### src/rtl/video_timing_pkg.sv
// Shared geometry defaults and helpers for the raster timing generator.
package video_timing_pkg;

  localparam int DIGDUG_CW       = 9;
  localparam int DIGDUG_RGB_W    = 12;
  localparam int DIGDUG_H_ACTIVE = 288;
  localparam int DIGDUG_H_SYNC   = 312;
  localparam int DIGDUG_H_SYNC_W = 31;
  localparam int DIGDUG_H_JUMP   = 342;
  localparam int DIGDUG_H_RESUME = 471;
  localparam int DIGDUG_V_ACTIVE = 224;
  localparam int DIGDUG_V_SYNC   = 227;
  localparam int DIGDUG_V_SYNC_W = 7;
  localparam int DIGDUG_V_JUMP   = 233;
  localparam int DIGDUG_V_RESUME = 483;

  // int is wider than CW+2, so the clamped result matches CW+2-bit signed arithmetic.
  function automatic int sat_add(input int base, input int off, input int lo, input int hi);
    int sum;
    sum = base + off;
    if (sum < lo) return lo;
    if (sum > hi) return hi;
    return sum;
  endfunction

endpackage

### src/rtl/sync_pulse.sv
// Retriggerable fixed-length pulse: loads len_i on start, counts down on each advance.
module sync_pulse #(
  parameter int unsigned W = 9
) (
  input  logic         clk_i,
  input  logic         rst_i,
  input  logic         advance_i,
  input  logic         start_i,
  input  logic [W-1:0] len_i,
  output logic         level_o
);

  logic [W-1:0] cnt_q, cnt_d;

  always_comb begin
    cnt_d = cnt_q;
    if (advance_i) begin
      if (start_i) begin
        cnt_d = len_i;
      end else if (cnt_q != '0) begin
        cnt_d = cnt_q - W'(1);
      end
    end
  end

  always_ff @(posedge clk_i) begin
    if (rst_i) begin
      cnt_q <= '0;
    end else begin
      cnt_q <= cnt_d;
    end
  end

  assign level_o = (cnt_q != '0);

endmodule

### src/rtl/video_timing_gen.sv
// Parametrised raster timing generator: stage-0 counters and strobes, stage-1 blank/sync/rgb.
module video_timing_gen
  import video_timing_pkg::*;
#(
  parameter int CW       = DIGDUG_CW,
  parameter int RGB_W    = DIGDUG_RGB_W,
  parameter int H_ACTIVE = DIGDUG_H_ACTIVE,
  parameter int H_SYNC   = DIGDUG_H_SYNC,
  parameter int H_SYNC_W = DIGDUG_H_SYNC_W,
  parameter int H_JUMP   = DIGDUG_H_JUMP,
  parameter int H_RESUME = DIGDUG_H_RESUME,
  parameter int V_ACTIVE = DIGDUG_V_ACTIVE,
  parameter int V_SYNC   = DIGDUG_V_SYNC,
  parameter int V_SYNC_W = DIGDUG_V_SYNC_W,
  parameter int V_JUMP   = DIGDUG_V_JUMP,
  parameter int V_RESUME = DIGDUG_V_RESUME
) (
  input  logic              clk_sys,
  input  logic              reset,
  input  logic              ce_pix,
  input  logic signed [3:0] hoff,
  input  logic signed [3:0] voff,
  input  logic [RGB_W-1:0]  rgb_in,
  output logic [CW-1:0]     hpos,
  output logic [CW-1:0]     vpos,
  output logic              line_start,
  output logic              frame_start,
  output logic              hblank,
  output logic              vblank,
  output logic              de,
  output logic              hsync,
  output logic              vsync,
  output logic [RGB_W-1:0]  rgb_out
);

  localparam logic [CW-1:0] HActive = CW'(H_ACTIVE);
  localparam logic [CW-1:0] HJump   = CW'(H_JUMP);
  localparam logic [CW-1:0] HResume = CW'(H_RESUME);
  localparam logic [CW-1:0] VActive = CW'(V_ACTIVE);
  localparam logic [CW-1:0] VJump   = CW'(V_JUMP);
  localparam logic [CW-1:0] VResume = CW'(V_RESUME);

  logic [CW-1:0]     hpos_q, hpos_d, vpos_q, vpos_d;
  logic signed [3:0] hoff_q, voff_q;
  logic              hblank_q, vblank_q, de_q;
  logic [RGB_W-1:0]  rgb_q;
  logic [CW-1:0]     hs_start, vs_start;
  logic              line_wrap, frame_wrap, hblank_c, vblank_c;

  always_comb begin
    hpos_d = (hpos_q == HJump) ? HResume : hpos_q + CW'(1);
    vpos_d = vpos_q;
    if (hpos_d == '0) begin
      vpos_d = (vpos_q == VJump) ? VResume : vpos_q + CW'(1);
    end
  end

  assign line_wrap   = (hpos_d == '0);
  assign frame_wrap  = line_wrap && (vpos_d == '0);
  assign line_start  = ce_pix && !reset && line_wrap;
  assign frame_start = ce_pix && !reset && frame_wrap;

  assign hs_start = CW'(sat_add(H_SYNC, int'(hoff_q), H_ACTIVE, H_JUMP));
  assign vs_start = CW'(sat_add(V_SYNC, int'(voff_q), V_ACTIVE, V_JUMP));

  assign hblank_c = (hpos_q >= HActive);
  assign vblank_c = (vpos_q >= VActive);

  always_ff @(posedge clk_sys) begin
    if (reset) begin
      hpos_q   <= '0;
      vpos_q   <= '0;
      hoff_q   <= hoff;
      voff_q   <= voff;
      hblank_q <= 1'b1;
      vblank_q <= 1'b1;
      de_q     <= 1'b0;
      rgb_q    <= '0;
    end else if (ce_pix) begin
      hpos_q <= hpos_d;
      vpos_q <= vpos_d;
      // Offsets only move on frame boundaries so a frame never has two sync positions.
      if (frame_wrap) begin
        hoff_q <= hoff;
        voff_q <= voff;
      end
      hblank_q <= hblank_c;
      vblank_q <= vblank_c;
      de_q     <= !hblank_c && !vblank_c;
      rgb_q    <= (!hblank_c && !vblank_c) ? rgb_in : '0;
    end
  end

  sync_pulse #(
    .W(CW)
  ) u_hsync (
    .clk_i    (clk_sys),
    .rst_i    (reset),
    .advance_i(ce_pix),
    .start_i  (hpos_q == hs_start),
    .len_i    (CW'(H_SYNC_W)),
    .level_o  (hsync)
  );

  // Vertical pulse starts on the line start that enters vs_start.
  sync_pulse #(
    .W(CW)
  ) u_vsync (
    .clk_i    (clk_sys),
    .rst_i    (reset),
    .advance_i(line_start),
    .start_i  (vpos_d == vs_start),
    .len_i    (CW'(V_SYNC_W)),
    .level_o  (vsync)
  );

  assign hpos    = hpos_q;
  assign vpos    = vpos_q;
  assign hblank  = hblank_q;
  assign vblank  = vblank_q;
  assign de      = de_q;
  assign rgb_out = rgb_q;

endmodule

### config.mk
export PLATFORM = sky130hd
export DESIGN_NAME = video_timing_gen
export DESIGN_NICKNAME = d
export VERILOG_FILES = /design/src/rtl/video_timing_pkg.sv /design/src/rtl/sync_pulse.sv /design/src/rtl/video_timing_gen.sv
export SDC_FILE = /design/constraint.sdc
export NUM_CORES = 1
export LEC_CHECK = 0
export BUFFER_PORTS_ARGS = -buffer_cell sky130_fd_sc_hd__buf_2
export CAP_MARGIN = 15
export CORE_ASPECT_RATIO = 0.75
export CORE_MARGIN = 3
export CORE_UTILIZATION = 56
export DETAILED_ROUTE_END_ITERATION = 10
export PLACE_DENSITY_LB_ADDON = 0.2
export SETUP_SLACK_MARGIN = 0.2
export SLEW_MARGIN = 15
export SYNTH_ARGS = -nofsm -noshare
export SYNTH_HDL_FRONTEND = slang
export SYNTH_SLANG_ARGS = --single-unit
### constraint.sdc
create_clock -name clk_sys -period 4.3 [get_ports clk_sys]
set_input_delay 0.215 -clock clk_sys [delete_from_list [all_inputs] [get_ports clk_sys]]
set_output_delay 0.215 -clock clk_sys [all_outputs]
set_load 0.1 [all_outputs]
======== Word-level counts from Yosys, hierarchy flattened ========
Index checks and enable logic that the tools add are counted.
cells by class
  multipliers ............................. 0
  bitwise gates (word level) .............. 0
  div/mod/pow operators ................... 0
  equal/unequal tests ..................... 4
  mux-type cells .......................... 28
  $add $sub $neg .......................... 6
  reduce and logical (&&, ||, !) cells .... 19
  shift operators ......................... 0
  order comparisons ....................... 6
operators by type and width
  operator                                                                 count
  9-bit two-way mux                                                        13
  4-bit two-way mux                                                        6
  9-bit by 1-bit adder with 9-bit output (second input constant)           2
  9-bit equality test                                                      2
  9-bit logical NOT                                                        2
  9-bit nonzero test                                                       2
  9-bit by 1-bit subtractor with 9-bit output (second input constant)      2
  8-bit two-way mux                                                        2
  12-bit two-way mux                                                       1
  10-bit by 4-bit adder with 11-bit output (first input constant)          1
  11-bit by 10-bit > comparator with 1-bit output (second input constant)  1
  11-bit by 10-bit < comparator with 1-bit output (second input constant)  1
  9-bit by 4-bit adder with 10-bit output (first input constant)           1
  10-bit by 9-bit > comparator with 1-bit output (second input constant)   1
  10-bit by 9-bit < comparator with 1-bit output (second input constant)   1
  9-bit by 8-bit equality test with 1-bit output (second input constant)   1
  9-bit equality test (second input constant)                              1
  9-bit by 8-bit >= comparator with 1-bit output (second input constant)   1
  9-bit >= comparator (second input constant)                              1
  2-bit nonzero test                                                       4
  1-bit two-way mux                                                        6
  2-bit AND reduction                                                      3
  1-bit logical AND                                                        5
  1-bit logical NOT                                                        3
word-level totals
  bits in read-only memories .............. 0
  logic and storage cells ................. 73
  memories ................................ 0
  bits in writable memories ............... 0
  input port bits ......................... 23
  latch bits .............................. 0
  output and inout bits ................... 37
  register bits ........................... 59

======== Logic depth before layout (Yosys ltp) ========
  word-level depth ........................ 9
  mapped depth ............................ 12
  gate-level depth less buffers ........... 11

======== By module ========
From an unflattened synthesis, not the netlist that was laid out.
second synthesis, totals
  cell total of the unflattened synthesis .. 430
  area total of the unflattened synthesis .. 3679.8 um^2
by module, submodules not included
  module            seq. area each (um^2)  cells each  area an instance (um^2)  instances
  video_timing_gen  900.9                  282         2476.1                   1
  sync_pulse        180.2                  74          601.8                    2

======== Worst setup path before layout ========
OpenSTA, ideal clock, no wires.
  kind .................................... reg-to-output
  start ................................... reg hpos_q[1], in the netlist hpos[1]
  end ..................................... out frame_start
  setup slack ............................. -0.428 ns
  path buffers ............................ 1
  data arrival time ....................... 4.513 ns
  data required time ...................... 4.085 ns
  stages on the path, launching flop included .. 11
  cells stage by stage .................... dfxtp_1 > ha_1 > clkbuf_1 > nand4_1 > a2111oi_4 > nand3_4 > or4_4 > mux2i_1 > nand2_1 > or4_4 > nor2_2
between the ends
  longest elaborated chain between the ends .. 7
ends and longest elaborated chain
  what                                                                           line                                            RTL
  from (decl)                                                                    video_timing_gen.sv:43                          logic [CW-1:0] hpos_q, hpos_d, vpos_q, vpos_d;
  from (signal assigned)                                                         video_timing_gen.sv:80                          hpos_q <= hpos_d;
  9-bit by 1-bit adder with 9-bit output or 9-bit equality test (tied branches)  video_timing_gen.sv:51                          hpos_d = (hpos_q == HJump) ? HResume : hpos_q + CW'(1);
  9-bit two-way mux (*)                                                          video_timing_gen.sv:51
  9-bit logical NOT (*)                                                          video_timing_gen.sv:53, video_timing_gen.sv:58
  9-bit two-way mux                                                              video_timing_gen.sv:53                          if (hpos_d == '0) begin
  9-bit logical NOT                                                              video_timing_gen.sv:59                          assign frame_wrap = line_wrap && (vpos_d == '0);
  1-bit logical AND (*)                                                          video_timing_gen.sv:59
  1-bit logical AND (*)                                                          video_timing_gen.sv:61                          assign frame_start = ce_pix && !reset && frame_wrap;
  to (decl)                                                                      video_timing_gen.sv:27                          output logic frame_start,
Every way passes the cells marked *; elsewhere a longest branch is shown, timed or not.

======== Worst setup path in the final report ========
Same ends and word-level chain as after synthesis.

==> results.md <==
- Critical path fanouts, max: 9
- Power Density: 400 nW/um^2
- First-pass detailed-route iteration total: 6
- Setup crit end: frame_start
- Hpwl dp: 5.76 mm
- # IOs: 60
- Largest net degree at the start of global routing: 32
- Total power: approximately 1.6 mW
- Worst-margin pin slew: 0.828 ns
- WP buf/inv: 1
- Worst VDD drop: roughly 190 uV
- Slowest-stage cell, CP: or4_4
- Die ar.: between 7000 and 8000 sq um
- Grt ovf: 0
- CTS Sinks: 59
- Core area: roughly 5600 sq um
- DRC errors left: 0
- Clk buf depth: 2
- Ant. Diodes: 0
- Reg clk slew, reported paths: 0.07 ns
- Post-synthesis instance area: 3400 sq um
- Number of core rows: 23
- Depth of the worst register-to-register path: 9
- H-tree lvl count: 3
- Reg2reg start: hpos[1]
- Detail-routed net length per standard cell: approximately 16 um
- Leak pwr: roughly 1.7 nW
- Skew-Pair Late Insertion Delay: roughly 0.34 ns
- CTS tree: done
- Cts bufs inserted: 9
- Synth Flop Type: dfxtp_1
- Nets: 471
- TNS Setup: 0 ns
- Number of global-route vias before repair: between 2k and 3k
- Die H: 73.5 um
- Most frequent cells in the layout: 58 x buf_2, 44 x dfxtp_1, 42 x nor2_1
- Endpoint class of the critical path: output pin
- Critical path, cell by cell: ha_2, nand4_1, a2111oi_4, nand3_4, or4_4, mux2i_1, nand2_1, or4_4, nor2_4, buf_6
- Postcts setup bufs: 0
- Post-synthesis sequential area ratio: 37.0%
- Final WL: approximately 8 mm
- Synth Area per Inst: 8.73 sq um
- Yosys warnings: 0
- CP dominant cell by count: or4_4
- Final setup skew: 0.00488 ns
- Syn nets: ~420
- Mapped Cells: 390
- CTS Root Cell: clkbuf_8
- Final Max Slew Viols: 0
- Starting Density: 60.7%
- Critical path class: reg -> out
- Fill cell count: roughly 450
- First-pass GRT wire length: 13.1 mm
- Largest cells by area after synthesis: dfxtp_1 30%, edfxtp_1 7.1%, nor2_1 4.6%, ha_1 4.0%, nand2_1 3.9%
- CP Data Arrival Time: about 3.7 ns
- CP delay by family, top: simple AND/OR/NAND/NOR gates
- R2R Path End: voff_q[2]
- Initial DRC Count: 174
- Fin crit period: 3.92 ns
- CP Launch Point: hpos[1]
- Ys async rst share: 0%
- Chip width: approximately 96 um
- Final Core Density: 69.1%
- Worst hold margin: 0.0448 ns
- Port bufs: just under 60
- RSZ-0062 raised after global routing: no
- Fmax: 0.255 GHz
- Gr usage total: 23.8%
- Initial antenna violation count: 0
- Area Growth Syn to Fin: 13.8%
- Worst EP required: 4.09 ns
- Global placer's final weighted congestion: 0.919
- Setup-failing EPs final: 0
- Vias: 3056
- Slew headroom: 44.3%
- Worst hold path class: in -> reg
- Yosys top cell by area: dfxtp_1
- #FFs+latches synth: 59
- Final Hold Viols: 0
- CP peak stage delay: 0.57 ns
- Post-synth EDFFs: 8
- Status: finished, final reports clean
- Commonest non-fill, non-tap cell in the layout: buf_2
- Synth top area share: 30.0%
- Number of distinct library cells after synthesis: 63
- Via density: 5.91
- CP Launch Type: register
- Cts hold-fix bufs: 0
- Minimum setup slack among reg-to-reg paths: 0.65 ns
- Fraction of layout cells with a size suffix above 1: 22.9%
- Tcrit/Tclk final: 91.1%
- Max-cap viol count: 0
- WP depth: 10
- Routed Antenna Nets: 0
-- synthesized netlist by cell type (9+ instances only) --
cell type,instances
nand2_1,35
a22o_1,12
dfxtp_1,51
clkbuf_1,11
or3_1,9
inv_1,14
a211oi_1,9
nor2_1,42
ha_1,11
nor3_1,12
o21ai_0,10
a21oi_1,20
xnor2_1,13
buf_6,9
xor2_1,12
nand3_1,11
-- sequential cells by signal (all words and copies together), names as in the netlist --
signal,count
rgb_out,12
hpos,9
u_hsync.cnt_q,9
u_vsync.cnt_q,9
vpos,9
hoff_q,4
voff_q,4
de,1
hblank,1
vblank,1
-- cell families (layout without fill, tap and decap cells) --
| logic type | after synthesis | count (layout) | synth area share, % |
|---|---|---|---|
| simple gates | 159 | 159 | 24.5 |
| flops | 59 | 59 | 37.0 |
| fa+ha+maj | 11 | 11 | 4.04 |
| compound gates | 94 | 94 | 20.6 |
| buf+inv | 39 | 91 | 6.47 |
| xor+xnor | 25 | 25 | 6.43 |
| mux | 3 | 3 | 0.955 |
-- worst min path at each step --
stage / depth (start not counted) / slack (ns) / endpoint / from
floorplan: 0 / 0.31 / hoff_q[0] / hoff[0]
finish: 1 / 0.04 / hoff_q[2] / hoff[2]
CTS: 1 / 0.03 / hoff_q[2] / hoff[2]
global placement: 1 / 0.39 / hoff_q[3] / hoff[3]
global route: 1 / 0.04 / voff_q[3] / voff[3]
detailed placement: 1 / 0.39 / voff_q[0] / voff[0]
-- through the flow --
step	setup slack [ns]	std cells	area (sq um)
after global routing	0.201	517	3870
final	0.383	517	3870
after CTS	0.249	517	3860
after floorplan	0.212	390	3420
after detailed placement	0.495	501	3660
after global placement	0.567	501	3660
-- worst reg2reg max path: stages, from the launching register on --
cell and delay (ns):
dfxtp_2 0.41, ha_2 0.29, nand4_1 0.19, a2111oi_4 0.56
nand3_4 0.18, or4_4 0.57, mux2i_1 0.20, nand2_1 0.08
or4_4 0.55, nand2_1 0.29
-- metal layers --
| layer | global-route usage (%) | vias to the layer above | wire, um |
|---|---|---|---|
| li1 | - | 1511 | - |
| met1 | 33.2 | 1422 | 3760 |
| met2 | 37.1 | 114 | 3710 |
| met3 | 6.45 | 9 | 595 |
| met4 | 4.89 | 0 | 62 |
| met5 | 0 | - | 0 |
-- where the power goes --
group / switching, mW / internal [mW] / total, mW
Clock: 0.226 / 0.278 / 0.504
Combinational: 0.290 / 0.120 / 0.411
Sequential: 0.0344 / 0.601 / 0.636
-- what timing repair did --
item,CTS,global route
setup endpoints to repair,1,1
pin swaps,0,1
gates resized for setup,1,3
-- area by class of cell --
| cell class | count | area, sq um | area share [%] |
|---|---|---|---|
| Multi-Input combinational cell | 292 | 1950 | 50.2 |
| Inverter | 15 | 56.3 | 1.45 |
| Sequential cell | 59 | 1270 | 32.8 |
| Tap cell | 75 | 93.8 | 2.42 |
| Timing Repair Buffer | 60 | 309 | 7.98 |
| Clock inverter | 3 | 16.3 | 0.420 |
| Clock buffer | 13 | 181 | 4.68 |
Note: power is estimated with default switching activity, not from simulation.
